--- src/rtl/alu_seq.sv ---
// alu_seq: single-issue ALU with valid/ready handshakes; MUL runs as a WIDTH-step shift-add.
module alu_seq #(
  parameter int WIDTH = 8
) (
  input  logic             clk,
  input  logic             rst,
  input  logic             in_valid,
  output logic             in_ready,
  input  logic [WIDTH-1:0] A,
  input  logic [WIDTH-1:0] B,
  input  logic [3:0]       opcode,
  output logic             out_valid,
  input  logic             out_ready,
  output logic [WIDTH-1:0] result,
  output logic [3:0]       flags,
  output logic             illegal
);
  localparam int S = $clog2(WIDTH);
  typedef enum logic [1:0] {IDLE, BUSY, DONE} state_t;
  state_t state;
  logic [S-1:0] sh, cnt;
  logic [WIDTH:0] sum, dif, shl_t, shr_t;
  logic [WIDTH-1:0] r, mp;
  logic [2*WIDTH-1:0] acc, mc, acc_n;
  logic c, v, bad;
  assign in_ready  = state == IDLE;
  assign out_valid = state == DONE;
  always_comb begin
    sh = B[S-1:0];
    sum = {1'b0, A} + {1'b0, B};
    dif = {1'b0, A} - {1'b0, B};
    shl_t = {1'b0, A} << sh;
    shr_t = {A, 1'b0} >> sh;
    acc_n = acc + (mp[0] ? mc : '0);
    r = '0;
    c = 1'b0;
    v = 1'b0;
    bad = 1'b0;
    case (opcode)
      4'h0: begin r = sum[WIDTH-1:0]; c = sum[WIDTH]; v = (A[WIDTH-1] == B[WIDTH-1]) && (sum[WIDTH-1] != A[WIDTH-1]); end
      4'h1: begin r = dif[WIDTH-1:0]; c = dif[WIDTH]; v = (A[WIDTH-1] != B[WIDTH-1]) && (dif[WIDTH-1] != A[WIDTH-1]); end
      4'h2: r = A & B;
      4'h3: r = A | B;
      4'h4: r = A ^ B;
      4'h5: begin r = shl_t[WIDTH-1:0]; c = shl_t[WIDTH]; end
      4'h6: begin r = A >> sh; c = shr_t[0]; end
      4'h7: begin r = $unsigned($signed(A) >>> sh); c = shr_t[0]; end
      4'h8: r = '0;
      default: bad = 1'b1;
    endcase
  end
  always_ff @(posedge clk or posedge rst) begin
    if (rst) begin
      state   <= IDLE;
      cnt     <= '0;
      result  <= '0;
      flags   <= '0;
      illegal <= 1'b0;
      acc     <= '0;
      mc      <= '0;
      mp      <= '0;
    end else begin
      case (state)
        IDLE: if (in_valid) begin
          if (opcode == 4'h8) begin
            state <= BUSY;
            acc   <= '0;
            mc    <= {{WIDTH{1'b0}}, A};
            mp    <= B;
            cnt   <= '0;
          end else begin
            state   <= DONE;
            result  <= r;
            flags   <= {v, r[WIDTH-1], r == '0, c};
            illegal <= bad;
          end
        end
        BUSY: begin
          acc <= acc_n;
          mc  <= mc << 1;
          mp  <= mp >> 1;
          cnt <= cnt + 1'b1;
          // the last step's sum is taken straight from acc_n so DONE follows step WIDTH
          if (cnt == S'(WIDTH - 1)) begin
            state   <= DONE;
            result  <= acc_n[WIDTH-1:0];
            flags   <= {1'b0, acc_n[WIDTH-1], acc_n[WIDTH-1:0] == '0, |acc_n[2*WIDTH-1:WIDTH]};
            illegal <= 1'b0;
          end
        end
        DONE: if (out_ready) state <= IDLE;
        default: state <= IDLE;
      endcase
    end
  end
endmodule

--- config.mk ---
export PLATFORM = sky130hd
export DESIGN_NAME = alu_seq
export DESIGN_NICKNAME = d
export VERILOG_FILES = /design/src/rtl/alu_seq.sv
export SDC_FILE = /design/constraint.sdc
export NUM_CORES = 1
export LEC_CHECK = 0
export ABC_AREA = 0
export BUFFER_PORTS_ARGS = -buffer_cell sky130_fd_sc_hd__buf_2
export CAP_MARGIN = 20
export CORE_MARGIN = 2
export CORE_UTILIZATION = 50
export CTS_BUF_LIST = sky130_fd_sc_hd__clkbuf_8
export DETAILED_ROUTE_END_ITERATION = 8
export PLACE_DENSITY = 0.67
export SYNTH_ARGS = -nofsm -noshare
export SYNTH_HDL_FRONTEND = slang
export SYNTH_SLANG_ARGS = --single-unit
--- constraint.sdc ---
create_clock -name clk -period 6.45 [get_ports clk]
set_clock_uncertainty 0.1 [all_clocks]
set_input_delay 1.935 -clock clk [delete_from_list [all_inputs] [get_ports clk]]
set_output_delay 1.935 -clock clk [all_outputs]
set_load 0.02 [all_outputs]
Word-level counts from Yosys, hierarchy flattened. Index checks and enable logic that the tools add are counted.

Bits in registers: 58. Input bits: 24. Output and inout bits: 15. Logic and storage cells: 86.

$add $sub $neg: 4. Eq/ne operators: 20. Shifts and indexed selects: 4. Mux-type cells: 34. Bitwise gates (word level): 3. Reduce and logical (&&, ||, !) cells: 13.

Operators by type and width (count): 16-bit 2-to-1 mux (5); 16-bit case mux with 2 select lines (2); 8-bit case mux with 8 select lines (1); 8-bit 2-to-1 mux (5); 8-bit case mux with 2 select lines (2); 16-bit adder (1); 4-bit by 3-bit equality test with 1-bit output, second input constant (4); 8-bit logical NOT (2); 8-bit OR reduction (2); 4-bit 2-to-1 mux (3); 8-bit by 8-bit adder with 9-bit output (1); 8-bit by 3-bit << shifter with 9-bit output (1); 9-bit by 3-bit right shift with 1-bit output (1); 8-bit by 8-bit subtractor with 9-bit output (1); 8-bit AND (1); 4-bit by 2-bit equality test with 1-bit output, second input constant (2); 2-bit 2-to-1 mux (4); 8-bit bitwise OR (1); 4-bit case mux with 2 select lines (1); 8-bit by 3-bit right shift with 8-bit output (1); 8-bit by 3-bit >>> shifter with 8-bit output (1); 8-bit bitwise XOR (1); 3-bit 2-to-1 mux (2); 2-bit != test, second input constant (3); 21 further kinds (30).

Logic depth before layout (Yosys ltp). Gate-level depths: netlist of the first run.

Depth after elaboration: 7. Gate-level depth with buffers: 11. Depth with buffers taken out: 10.

Worst setup path before layout of the first run. OpenSTA, ideal clock, no wires.

Path type: input to register. Start point: input port A[5]. End point: register flags[1]. Data arrival time: 4.244 ns. Path slack: 2.015 ns. Stages: 11. Buffers on the path: 2. Cell sequence: clkbuf_1 inv_1 ha_1 buf_2 nand2b_1 o22ai_1 a221oi_2 nand4_1 or3_1 or4_1 o31ai_2.

Cells in the longest elaborated chain, start to end: 6.

Ends and longest elaborated chain: start, declared (line 9) `input logic [WIDTH-1:0] A,`; 8-bit by 8-bit subtractor with 9-bit output (tied with other cells) (line 31) `dif = {1'b0, A} - {1'b0, B};`; 8-bit case mux with 8 select lines * (line 39) `case (opcode)`; 8-bit logical NOT * (line 74) `flags <= {v, r[WIDTH-1], r == '0, c};`; 4-bit 2-to-1 mux * (line 65) `if (opcode == 4'h8) begin`; 4-bit 2-to-1 mux * (line 64) `IDLE: if (in_valid) begin`; 4-bit case mux with 2 select lines * (line 63) `case (state)`; end signal, assigned (line 74); end signal, assigned (line 87) `flags <= {1'b0, acc_n[WIDTH-1], acc_n[WIDTH-1:0] == '0, |acc_n[2*WIDTH-1:WIDTH]};`; end, declared (line 15) `output logic [3:0] flags,`.

Mark *: on every way between the ends. The rest lies on a longest branch, timed or not. The select of a mux whose other input is x is not followed. A chain may end at the register's enable or synchronous reset.

Worst setup path in the final report of the first run.
Start point: input port B[0]. End point: register flags[1].

Cells in the longest elaborated chain, start to end: 6.

Ends and longest elaborated chain: start, declared (line 10) `input logic [WIDTH-1:0] B,`; 8-bit by 8-bit subtractor with 9-bit output (tied with other cells) (line 31); 8-bit case mux with 8 select lines * (line 39); 8-bit logical NOT * (line 74); 4-bit 2-to-1 mux * (line 65); 4-bit 2-to-1 mux * (line 64); 4-bit case mux with 2 select lines * (line 63).

Marked as above.

==> results of run 1 <==
## final cells by class
cell class                 count  area (µm²)
fill                         886        4347
multi-input combinational    472        3395
sequential                    57        1426
timing repair buffer          42       220.2
tap                          133       166.4
clock buffer                  10       137.6
inverter                      28       105.1
clock inverter                 6       67.56
## sequential cells by signal, indices dropped and copies added (netlist names)
signal	count
mc	16
illegal	1
acc	16
result	7
mp	8
state	2
cnt	3
flags	4
## worst paths after layout
check,from,endpoint,cells past startpoint
worst min register to register,cnt[0]$_DFFE_PP0P_,cnt[0]$_DFFE_PP0P_,1
min in group asynchronous,rst,state[1]$_DFFE_PP0P_,3
worst max register to register,mp[0]$_DFFE_PP0P_,flags[0]$_DFFE_PP0P_,10
worst max-delay path,B[0],flags[1]$_DFFE_PP0P_,9
max in group asynchronous,rst,mc[4]$_DFFE_PP0P_,3
worst min-delay path,cnt[0]$_DFFE_PP0P_,cnt[0]$_DFFE_PP0P_,1
## per-layer routing
layer	track usage	wire length [µm]	vias up
li1	-	-	2243
met1	0.3991	6708	2270
met2	0.3935	6458	167
met3	0.05053	1037	21
met4	0.07714	321	0
met5	0	0	-
## per-stage QoR
stage | utilization | hold slack (ps) | instances | worst slack, ps
2_1_floorplan | - | 346.1 | 600 | 2015
3_3_place_gp | 0.5386 | 355.0 | 732 | 1369
3_5_place_dp | 0.5386 | 367.1 | 732 | 1272
4_1_cts | 0.5594 | 378.7 | 748 | 1567
5_1_grt | 0.5594 | 397.4 | 748 | 1389
6_report | 0.5594 | 377.4 | 748 | 1516
## logic make-up after synthesis
logic type | count (synthesis)
buffers and inverters | 71
adder cells (fa/ha/maj) | 46
flip-flops | 57
AO/OA/AOI/OAI | 191
AND/OR/NAND/NOR | 197
multiplexers | 23
XOR/XNOR | 15
## placed cells by master (no fill, tap or decap), types with 5 or more instances in the layout
cell,synthesis,layout
sky130_fd_sc_hd__nand2_1,75,75
sky130_fd_sc_hd__dfrtp_1,57,57
sky130_fd_sc_hd__ha_1,43,43
sky130_fd_sc_hd__nor2_1,41,40
sky130_fd_sc_hd__buf_2,11,38
sky130_fd_sc_hd__a21oi_1,33,32
sky130_fd_sc_hd__o21ai_0,28,28
sky130_fd_sc_hd__inv_1,26,25
sky130_fd_sc_hd__a22o_1,22,22
sky130_fd_sc_hd__a31oi_1,18,18
sky130_fd_sc_hd__and2_1,18,18
sky130_fd_sc_hd__o211ai_1,11,11
sky130_fd_sc_hd__o22ai_1,11,11
sky130_fd_sc_hd__nand2b_1,10,10
sky130_fd_sc_hd__a211oi_1,10,10
sky130_fd_sc_hd__xnor2_1,10,10
sky130_fd_sc_hd__clkbuf_8,0,10
sky130_fd_sc_hd__mux2i_1,9,9
sky130_fd_sc_hd__nor3_1,9,9
sky130_fd_sc_hd__mux4_2,8,8
sky130_fd_sc_hd__o21bai_1,7,7
sky130_fd_sc_hd__o31ai_1,7,7
sky130_fd_sc_hd__or3_1,6,6
sky130_fd_sc_hd__mux2_2,6,6
sky130_fd_sc_hd__a21o_1,6,6
sky130_fd_sc_hd__nand3_1,6,6
sky130_fd_sc_hd__a221oi_1,5,5
sky130_fd_sc_hd__a2111oi_0,5,5
sky130_fd_sc_hd__xor2_1,5,5
sky130_fd_sc_hd__nand4_1,5,5
## power by group
| group | internal (mW) | switching [mW] | total (mW) |
|---|---|---|---|
| Sequential | 0.468 | 0.0836 | 0.551 |
| Clock | 0.189 | 0.155 | 0.345 |
| Combinational | 0.334 | 0.498 | 0.832 |
| Total | 0.991 | 0.737 | 1.73 |
## critical path, cell delays in order
cell	delay, ps
sky130_fd_sc_hd__buf_2	400
sky130_fd_sc_hd__clkinv_1	410
sky130_fd_sc_hd__ha_1	380
sky130_fd_sc_hd__a31oi_1	210
sky130_fd_sc_hd__o22ai_1	100
sky130_fd_sc_hd__a2111oi_0	840
sky130_fd_sc_hd__nand3_1	150
sky130_fd_sc_hd__or4_1	450
sky130_fd_sc_hd__o31ai_2	200
==> impl_summary.log, run 1 <==
[metrics] Port Buffer Count: 38
[metrics] post-place instance area: approximately 5300 µm²
[metrics] portion of the post-synthesis area used by sequential elements: 0.2787
[metrics] Final ANT Viol Nets: 0
[metrics] fraction of synthesized cell area in xor and xnor cells: 0.02567
[metrics] number of max-slew violations in the final report: 0
[metrics] overflow left after global routing: 0
[metrics] gpl congestion: 0.9704
[metrics] Most used DFF post-synth: sky130_fd_sc_hd__dfrtp_1
[metrics] clock transition time at the flip-flop clock pins of the worst setup and hold paths: roughly 70 ps
[metrics] Post-layout nets: between 600 and 700
[metrics] portion of netlist area occupied by mux cells: 0.06600
[metrics] number of hold violations in the final report: 0
[metrics] cell taking the most area after synthesis: sky130_fd_sc_hd__dfrtp_1
[metrics] kind of end point of the critical path: flip-flop
[metrics] largest net degree at the start of global routing: 58
[metrics] Site Rows: 36
[metrics] vias: 4701
[metrics] number of enable-type register cells in the synthesized netlist: 0
[metrics] maximum level of the CTS H-tree: 3
[metrics] time the final worst path needs with I/O delays and setup: a little under 5000 ps
[metrics] share of the synthesized area in the top cell type: 0.2787
[metrics] post-CTS resize count: 0
[metrics] total wirelength of the detailed-routed design: between 10000 and 15000 µm
[metrics] fin area: around 5500 µm²
[metrics] Iteration-0 DRC Markers: slightly above 300
[metrics] top post-synthesis cells by area: sky130_fd_sc_hd__dfrtp_1 (28%), sky130_fd_sc_hd__ha_1 (11%), sky130_fd_sc_hd__nand2_1 (5.5%)
[metrics] routed wirelength normalized by instance count: just under 20 µm
[metrics] peak ir drop on the vdd network: ~0.16 mV
[metrics] type of the most critical hold path: flip-flop to flip-flop
[metrics] unrepaired setup endpoints after global routing: no
[metrics] core box area: about 10000 µm²
[metrics] Yosys warnings: 0
[metrics] Mapped Area: roughly 5100 µm²
[metrics] endpoint arrival time on the critical path: slightly above 5000 ps
[metrics] synthesized area per cell: roughly 8.5 µm²
[metrics] clock latency on the worst-skew pair: 330 ps
[metrics] area growth from synthesis to layout: 7.798%
[metrics] max capacitance violation total: 0
[metrics] Final setup viols: 0
[metrics] fraction of final layout cells sized beyond drive strength 1: 0.1333
[metrics] net count of the mapped netlist: 670
[metrics] iteration count of the initial detailed-routing pass: 5
[metrics] crit-path max FO: 22
[metrics] status: finished, final reports clean
[metrics] category of the worst setup path launch point: primary input
[metrics] synthesized-area fraction occupied by and/or/nand/nor cells: 0.1929
[metrics] final total negative setup slack: 0 ps
[metrics] die height: about 110 µm
[metrics] post-DP HPWL: between 10000 and 15000 µm
[metrics] # DRC: 0
[metrics] dominant combinational cell family by area after synthesis: compound AO/OA/AOI/OAI gates
[metrics] Reg2Reg Setup Slack: roughly 2700 ps
[metrics] share of the clock period used by the worst path after layout: 0.7649
[metrics] die outline area: ~11000 µm²
[metrics] number of global-route vias before repair: 4329
[metrics] most common library cells after synthesis: sky130_fd_sc_hd__nand2_1 (75), sky130_fd_sc_hd__dfrtp_1 (57), sky130_fd_sc_hd__ha_1 (43), sky130_fd_sc_hd__nor2_1 (41), sky130_fd_sc_hd__a21oi_1 (33)
[metrics] average via count per standard cell: 6.285
[metrics] Tot Pwr: between 1.5 and 2 mW
[metrics] Ports: 39
[metrics] total leakage power: 2.456 nW
[metrics] number of buffers inserted to repair setup after CTS: 0
[metrics] category of the most critical setup path: primary input to flip-flop
[metrics] number of antenna violations at the first check in global routing: 0
[metrics] die width: 105.2 µm
[metrics] adder and majority cell fraction of the synthesized area: 0.1168
[metrics] clk sink count: 57
[metrics] register bit total from synthesis: 57
[metrics] TritonCTS clock tree: yes
[metrics] Max clock buf depth: 2
[metrics] highest attainable clock frequency: 202.7 MHz
[metrics] Inserted Clock Buffers: 9
[metrics] worst max-slew margin expressed relative to the limit: 0.3114
[metrics] cell with the most instances after synthesis: sky130_fd_sc_hd__nand2_1
[metrics] share of async-settable or async-resettable flops after synthesis: 1.000
[metrics] count of inserted antenna diode cells: 0
[metrics] GRT Resource Usage Total: 0.2683
[metrics] required time at the endpoint of the critical path: ~6600 ps
[metrics] compound-cell area share of the yosys netlist: 0.2593
[metrics] hold buffer count at cts: 0
[metrics] distinct cell type count after synthesis: 65
[metrics] root buffer cell: sky130_fd_sc_hd__clkbuf_8
[metrics] transition time at the pin with the least slew margin: roughly 1000 ps
[metrics] starting density of the core: 0.5189
[metrics] first-pass GRT wire length: between 20000 and 25000 µm
[metrics] cell count after synthesis: 600
[metrics] Pwr per Cell Area: 313.2 nW/µm²
No activity file was read; power rests on OpenSTA's default activity.
==> run 2: changes to the inputs <==
clock period = 5.1 ns   (was 6.45 ns; I/O delays follow)
==> run 2 against run 1 <==
  * Global-route usage up 0.91 points
  * Register-to-register slack worse by 1300 ps
  * First-iteration DRC count up 24%
  * Final cell count up 0.67%
  * Critical path depth unchanged
  * Combinational power up 31%
  * Worst setup slack worse by 720 ps
  * Wire length up 3.2%
  * Die area unchanged
  * Cell area up 0.52%
==> impl_summary.log, run 2 (synthesized netlist as in run 1, its figures left out) <==
[metrics] status: finished, final reports clean
[metrics] Pwr per Cell Area: ~400 nW/µm²
[metrics] vias: between 4000 and 5000
[metrics] die width: 105.2 µm
[metrics] iteration count of the initial detailed-routing pass: 5
[metrics] share of the clock period used by the worst path after layout: 0.8434
[metrics] number of buffers inserted to repair setup after CTS: 0
[metrics] share of power burned in the clock network: 0.193
[metrics] part of the total power dissipated in combinational logic: 0.493
[metrics] highest attainable clock frequency: between 200 and 250 MHz
[metrics] fin area: between 5000 and 6000 µm²
[metrics] switching power: ~0.95 mW
[metrics] capturing point of the worst reg2reg path: flags[0]$_DFFE_PP0P_
[metrics] type of the most critical hold path: flip-flop to flip-flop
[metrics] unrepaired setup endpoints after global routing: no
[metrics] register area: roughly 1400 µm²
[metrics] area growth from synthesis to layout: 8.360%
[metrics] Hold Crit Depth: 2
[metrics] starting density of the core: 0.5189
[metrics] FF-to-FF path depth: 10
[metrics] routed wirelength normalized by instance count: 19.90 µm
[metrics] sequential fraction of design power: 0.314
[metrics] proportion of total power due to net switching: 0.4304
[metrics] gpl congestion: roughly 0.93
[metrics] most common cell after layout, fill and taps aside: sky130_fd_sc_hd__nand2_1
[metrics] critical hold path startpoint: flags[3]$_DFFE_PP0P_
[metrics] category of the most critical setup path: primary input to flip-flop
[metrics] Port Buffer Count: 38
[metrics] clock latency on the worst-skew pair: 350 ps
[metrics] average via count per standard cell: between 6 and 7
[metrics] filler cell count: 909
[metrics] setup slack after layout: around 800 ps
[metrics] count of inserted antenna diode cells: 0
[metrics] area occupied by multi-input gates: between 3000 and 4000 µm²
[metrics] first-pass GRT wire length: 24110 µm
[metrics] # DRC: 0
[metrics] post-place instance area: 5350 µm²
[metrics] Final setup viols: 0
[metrics] final total negative setup slack: 0 ps
[metrics] transition time at the pin with the least slew margin: 1066 ps
[metrics] required time at the endpoint of the critical path: 5260 ps
[metrics] internal power component: about 1.3 mW
[metrics] crit-path max FO: 22
[metrics] most frequent cells in the layout: sky130_fd_sc_hd__nand2_1 (75), sky130_fd_sc_hd__dfrtp_1 (57), sky130_fd_sc_hd__ha_1 (43), sky130_fd_sc_hd__nor2_1 (40), sky130_fd_sc_hd__buf_2 (38)
[metrics] endpoint arrival time on the critical path: approximately 4500 ps
[metrics] Final ANT Viol Nets: 0
[metrics] number of hold violations in the final report: 0
[metrics] largest stage delay on the critical path: around 750 ps
[metrics] Inserted Clock Buffers: 9
[metrics] clock transition time at the flip-flop clock pins of the worst setup and hold paths: about 60 ps
[metrics] Site Rows: 36
[metrics] number of antenna violations at the first check in global routing: 0
[metrics] root buffer cell: sky130_fd_sc_hd__clkbuf_8
[metrics] Post-layout nets: 685
[metrics] buffer and inverter count on the worst path: 2
[metrics] die height: about 110 µm
[metrics] Crit path max-delay family: compound AO/OA/AOI/OAI gates
[metrics] number of max-slew violations in the final report: 0
[metrics] hold buffer count at cts: 0
[metrics] number of global-route vias before repair: ~4400
[metrics] library cell contributing the largest single delay on the critical path: sky130_fd_sc_hd__a2111oi_0
[metrics] die outline area: between 10000 and 15000 µm²
[metrics] TritonCTS clock tree: yes
[metrics] post-placement setup slack: around 470 ps
[metrics] Iteration-0 DRC Markers: 377
[metrics] total wirelength of the detailed-routed design: approximately 15000 µm
[metrics] fraction of final layout cells sized beyond drive strength 1: 0.1387
[metrics] launch instance of the worst register-to-register path: mp[0]$_DFFE_PP0P_
[metrics] largest registers ranked by flip-flop count: acc (16), mc (16), mp (8)
[metrics] Endpoint, Worst Hold: flags[3]$_DFFE_PP0P_
[metrics] post-CTS resize count: 0
[metrics] Max clock buf depth: 2
[metrics] peak ir drop on the vdd network: between 0.2 and 0.3 mV
[metrics] Reg2Reg Setup Slack: roughly 1300 ps
[metrics] kind of end point of the critical path: flip-flop
[metrics] largest net degree at the start of global routing: 42
[metrics] GRT Resource Usage Total: 0.2774
[metrics] overflow left after global routing: 0
[metrics] max capacitance violation total: 0
[metrics] category of the worst setup path launch point: primary input
[metrics] worst max-slew margin expressed relative to the limit: 0.2896
[metrics] maximum level of the CTS H-tree: 3
[metrics] total leakage power: 2.483 nW
[metrics] crit-path cells: buf_2 > clkinv_1 > ha_1 > a31oi_1 > o22ai_1 > a2111oi_0 > nand3_1 > or4_1 > o31ai_2
[metrics] post-DP HPWL: between 10000 and 15000 µm
[metrics] Ports: 39
[metrics] clk sink count: between 50 and 60
[metrics] time the final worst path needs with I/O delays and setup: between 4000 and 5000 ps
[metrics] core box area: approximately 9900 µm²
run 2: cell count changes in the layout (fill, tap and decap cells not counted), sizes merged:
cell,previous run,this run
buf,42,47
clkinv,5,4
inv,26,27
run 2: power by group through the flow:
stage | clock [mW] | combinational (mW) | sequential, mW
after floorplan | 0 | 0.779 | 0.695
after CTS | 0.435 | 1.08 | 0.691
final | 0.426 | 1.09 | 0.692
after global routing | 0.459 | 1.20 | 0.707
after global placement | 0 | 1.05 | 0.692
after detailed placement | 0 | 1.07 | 0.699
run 2: stage by stage:
| stage | hold slack, ps | power, mW | cells | utilization |
|---|---|---|---|---|
| after floorplan | 346.1 | 1.473 | 600 | - |
| after global placement | 353.9 | 1.738 | 737 | 0.5424 |
| after detailed placement | 358.5 | 1.771 | 737 | 0.5424 |
| after CTS | 373.8 | 2.204 | 753 | 0.5623 |
| after global routing | 394.6 | 2.368 | 753 | 0.5623 |
| final | 372.3 | 2.206 | 753 | 0.5623 |
run 2: layout make-up:
cell class | count | area share
flip-flops and latches | 57 | 0.2572
inverters | 28 | 0.01895
clock buffers | 10 | 0.02481
multi-input cells | 472 | 0.6120
clock inverters | 6 | 0.01060
well taps | 133 | 0.03000
repair buffers | 47 | 0.04647
run 2: worst max path at each step:
stage               startpoint              endpoint  slack (ps)  depth (start not counted)
finish                    B[0]  flags[1]$_DFFE_PP0P_         800                          9
global route              B[0]  flags[1]$_DFFE_PP0P_         530                          9
floorplan                 A[5]  flags[1]$_DFFE_PP0P_        1070                         11
CTS                       B[0]  flags[1]$_DFFE_PP0P_         840                          9
global placement          B[0]  flags[1]$_DFFE_PP0P_         530                          9
detailed placement        B[0]  flags[1]$_DFFE_PP0P_         470                          9
run 2: worst reg2reg max path, stage by stage, from the launching register on:
cell,delay (ps)
sky130_fd_sc_hd__dfrtp_1,420
sky130_fd_sc_hd__and2_1,180
sky130_fd_sc_hd__ha_1,220
sky130_fd_sc_hd__fa_1,410
sky130_fd_sc_hd__a21oi_1,240
sky130_fd_sc_hd__o211ai_1,250
sky130_fd_sc_hd__a2111oi_0,880
sky130_fd_sc_hd__o21ai_0,250
sky130_fd_sc_hd__xor2_1,230
sky130_fd_sc_hd__nor4b_1,330
sky130_fd_sc_hd__a22oi_1,110
run 2: per-layer routing:
layer | global-route usage | routed length, µm | up-vias
li1 | - | - | 2246
met1 | 0.4030 | 7141 | 2312
met2 | 0.4106 | 6471 | 199
met3 | 0.04492 | 885 | 34
met4 | 0.1067 | 487 | 0
met5 | 0 | 0 | -
==> run 3: changes to the inputs <==
clock period = 4.5 ns   (was 5.1 ns; I/O delays follow)
==> run 3 against run 2 <==
  * Global-route usage shrank 0.059 points
  * Register-to-register slack worse by 340 ps
  * Sequential power grew 13%
  * Final cell count is 0.27% higher
  * Clock power increased by 2%
  * Worst hold slack gained 3.7 ps
  * Critical path depth grew 2
  * Sequential share of layout area is essentially flat
  * Sequential cell count unchanged
  * Critical endpoint unchanged
==> impl_summary.log, run 3 (synthesized netlist as in run 1, its figures left out) <==
[metrics] status: finished, final reports clean
[metrics] post-CTS resize count: 0
[metrics] area growth from synthesis to layout: 8.433%
[metrics] Site Rows: 36
[metrics] maximum level of the CTS H-tree: 3
[metrics] first-pass GRT wire length: roughly 24000 µm
[metrics] TritonCTS clock tree: yes
[metrics] library cell contributing the largest single delay on the critical path: sky130_fd_sc_hd__mux4_2
[metrics] filler cell count: between 900 and 1000
[metrics] clock latency on the worst-skew pair: 360 ps
[metrics] average via count per standard cell: roughly 6.2
[metrics] utilization of the core after routing: 0.5627
[metrics] endpoint arrival time on the critical path: approximately 4000 ps
[metrics] required time at the endpoint of the critical path: ~4700 ps
[metrics] total wirelength of the detailed-routed design: around 15000 µm
[metrics] post-placement setup slack: between 200 and 300 ps
[metrics] time the final worst path needs with I/O delays and setup: a little under 4000 ps
[metrics] area occupied by multi-input gates: approximately 3400 µm²
[metrics] Inserted Clock Buffers: 9
[metrics] die width: around 110 µm
[metrics] most common cell after layout, fill and taps aside: sky130_fd_sc_hd__nand2_1
[metrics] setup slack after layout: between 600 and 700 ps
[metrics] category of the worst setup path launch point: primary input
[metrics] largest net degree at the start of global routing: 44
[metrics] Max clock buf depth: 2
[metrics] Final ANT Viol Nets: 0
[metrics] transition time at the pin with the least slew margin: around 1100 ps
[metrics] number of hold violations in the final report: 0
[metrics] most frequent cells in the layout: sky130_fd_sc_hd__nand2_1 (75), sky130_fd_sc_hd__dfrtp_1 (57), sky130_fd_sc_hd__ha_1 (43), sky130_fd_sc_hd__nor2_1 (40), sky130_fd_sc_hd__buf_2 (38)
[metrics] worst max-slew margin expressed relative to the limit: 0.2677
[metrics] root buffer cell: sky130_fd_sc_hd__clkbuf_8
[metrics] FF-to-FF path depth: 10
[metrics] hold buffer count at cts: 0
[metrics] buffer and inverter count on the worst path: 4
[metrics] Iteration-0 DRC Markers: 368
[metrics] starting density of the core: 0.5189
[metrics] crit-path max FO: 20
[metrics] highest attainable clock frequency: approximately 260 MHz
[metrics] vias: between 4000 and 5000
[metrics] Crit path max-delay family: buffers and inverters
[metrics] number of antenna violations at the first check in global routing: 0
[metrics] register area: approximately 1400 µm²
[metrics] routed wirelength normalized by instance count: approximately 20 µm
[metrics] core box area: slightly below 10000 µm²
[metrics] fraction of final layout cells sized beyond drive strength 1: 0.1399
[metrics] Port Buffer Count: 38
[metrics] clock transition time at the flip-flop clock pins of the worst setup and hold paths: about 60 ps
[metrics] most frequent CP cell: sky130_fd_sc_hd__buf_4
[metrics] Final setup viols: 0
[metrics] number of max-slew violations in the final report: 0
[metrics] post-place instance area: between 5000 and 6000 µm²
[metrics] die outline area: around 11000 µm²
[metrics] Pwr per Cell Area: approximately 440 nW/µm²
[metrics] clk sink count: 57
[metrics] Hold Crit Depth: 2
[metrics] final total negative setup slack: 0 ps
[metrics] Ports: 39
[metrics] max capacitance violation total: 0
[metrics] GRT Resource Usage Total: 0.2768
[metrics] type of the most critical hold path: flip-flop to flip-flop
[metrics] share of the clock period used by the worst path after layout: 0.8645
[metrics] die height: 105.2 µm
[metrics] overflow left after global routing: 0
[metrics] peak ir drop on the vdd network: 0.3268 mV
[metrics] count of inserted antenna diode cells: 0
[metrics] unrepaired setup endpoints after global routing: no
[metrics] total leakage power: ~2.5 nW
[metrics] Post-layout nets: about 700
[metrics] largest stage delay on the critical path: approximately 520 ps
[metrics] category of the most critical setup path: primary input to flip-flop
[metrics] largest registers ranked by flip-flop count: acc (16), mc (16), mp (8)
[metrics] Crit path depth: 11
[metrics] gpl congestion: a little under 1
[metrics] number of global-route vias before repair: approximately 4500
[metrics] post-DP HPWL: ~11000 µm
[metrics] fin area: 5550 µm²
[metrics] kind of end point of the critical path: flip-flop
[metrics] # DRC: 0
[metrics] crit-path cells: buf_2 > buf_4 > buf_4 > mux4_2 > nand2_1 > a21oi_1 > a2111oi_0 > buf_4 > nand3_1 > or4_1 > o31ai_2
[metrics] number of buffers inserted to repair setup after CTS: 0
[metrics] iteration count of the initial detailed-routing pass: 5
[run 3: cell count changes in the layout (fill, tap and decap cells not counted), sizes merged]
cell / delta
buf: +5
clkbuf: +2
clkinv: -2
clkinvlp: -2
bufinv: -1
[run 3: worst register-to-register path, delay by kind of cell, from the launching register on]
family	cells	cell delay, ps
adder cells (fa/ha/maj)	2	630
XOR/XNOR	1	190
AND/OR/NAND/NOR	2	540
flip-flops	1	420
AO/OA/AOI/OAI	5	1490
[run 3: layer usage]
metal | track usage | up-vias | part of all wire
met5 | 0 | - | 0
met4 | 0.08952 | 0 | 0.018
met3 | 0.06301 | 18 | 0.071
met2 | 0.4203 | 186 | 0.45
met1 | 0.3888 | 2257 | 0.46
li1 | - | 2256 | -
[run 3: final cells by class]
type | count | share of cell area
Timing Repair Buffer | 52 | 0.05320
Inverter | 28 | 0.01894
Tap cell | 133 | 0.02998
Clock buffer | 12 | 0.02976
Clock inverter | 1 | 0.0006763
Sequential cell | 57 | 0.2570
Multi-Input combinational cell | 472 | 0.6105
[run 3: worst paths after layout]
kind                                 startpoint               endpoint  slack (ps)
max in group asynchronous                   rst  result[5]$_DFFE_PP0P_        2450
hold / removal             flags[3]$_DFFE_PP0P_   flags[3]$_DFFE_PP0P_         380
setup reg to reg              mc[0]$_DFFE_PP0P_   flags[0]$_DFFE_PP0P_         990
hold reg to reg            flags[3]$_DFFE_PP0P_   flags[3]$_DFFE_PP0P_         380
min in group asynchronous                   rst    illegal$_DFFE_PP0P_        1090
setup / recovery                           B[1]   flags[1]$_DFFE_PP0P_         610
[run 3: power breakdown]
group	internal (mW)	switching [mW]	total [mW]	leakage [nW]
Sequential	0.672	0.114	0.785	0.704
Clock	0.234	0.200	0.433	0.0916
Combinational	0.489	0.728	1.22	1.70
Total	1.39	1.04	2.44	2.50
[run 3: through the flow]
stage | hold slack (ps) | total power, mW | instances
after floorplan | 346.1 | 1.670 | 600
after global placement | 355.8 | 1.960 | 742
after detailed placement | 361.9 | 1.993 | 742
after CTS | 378.3 | 2.431 | 755
after global routing | 413.3 | 2.613 | 755
final | 376.0 | 2.435 | 755
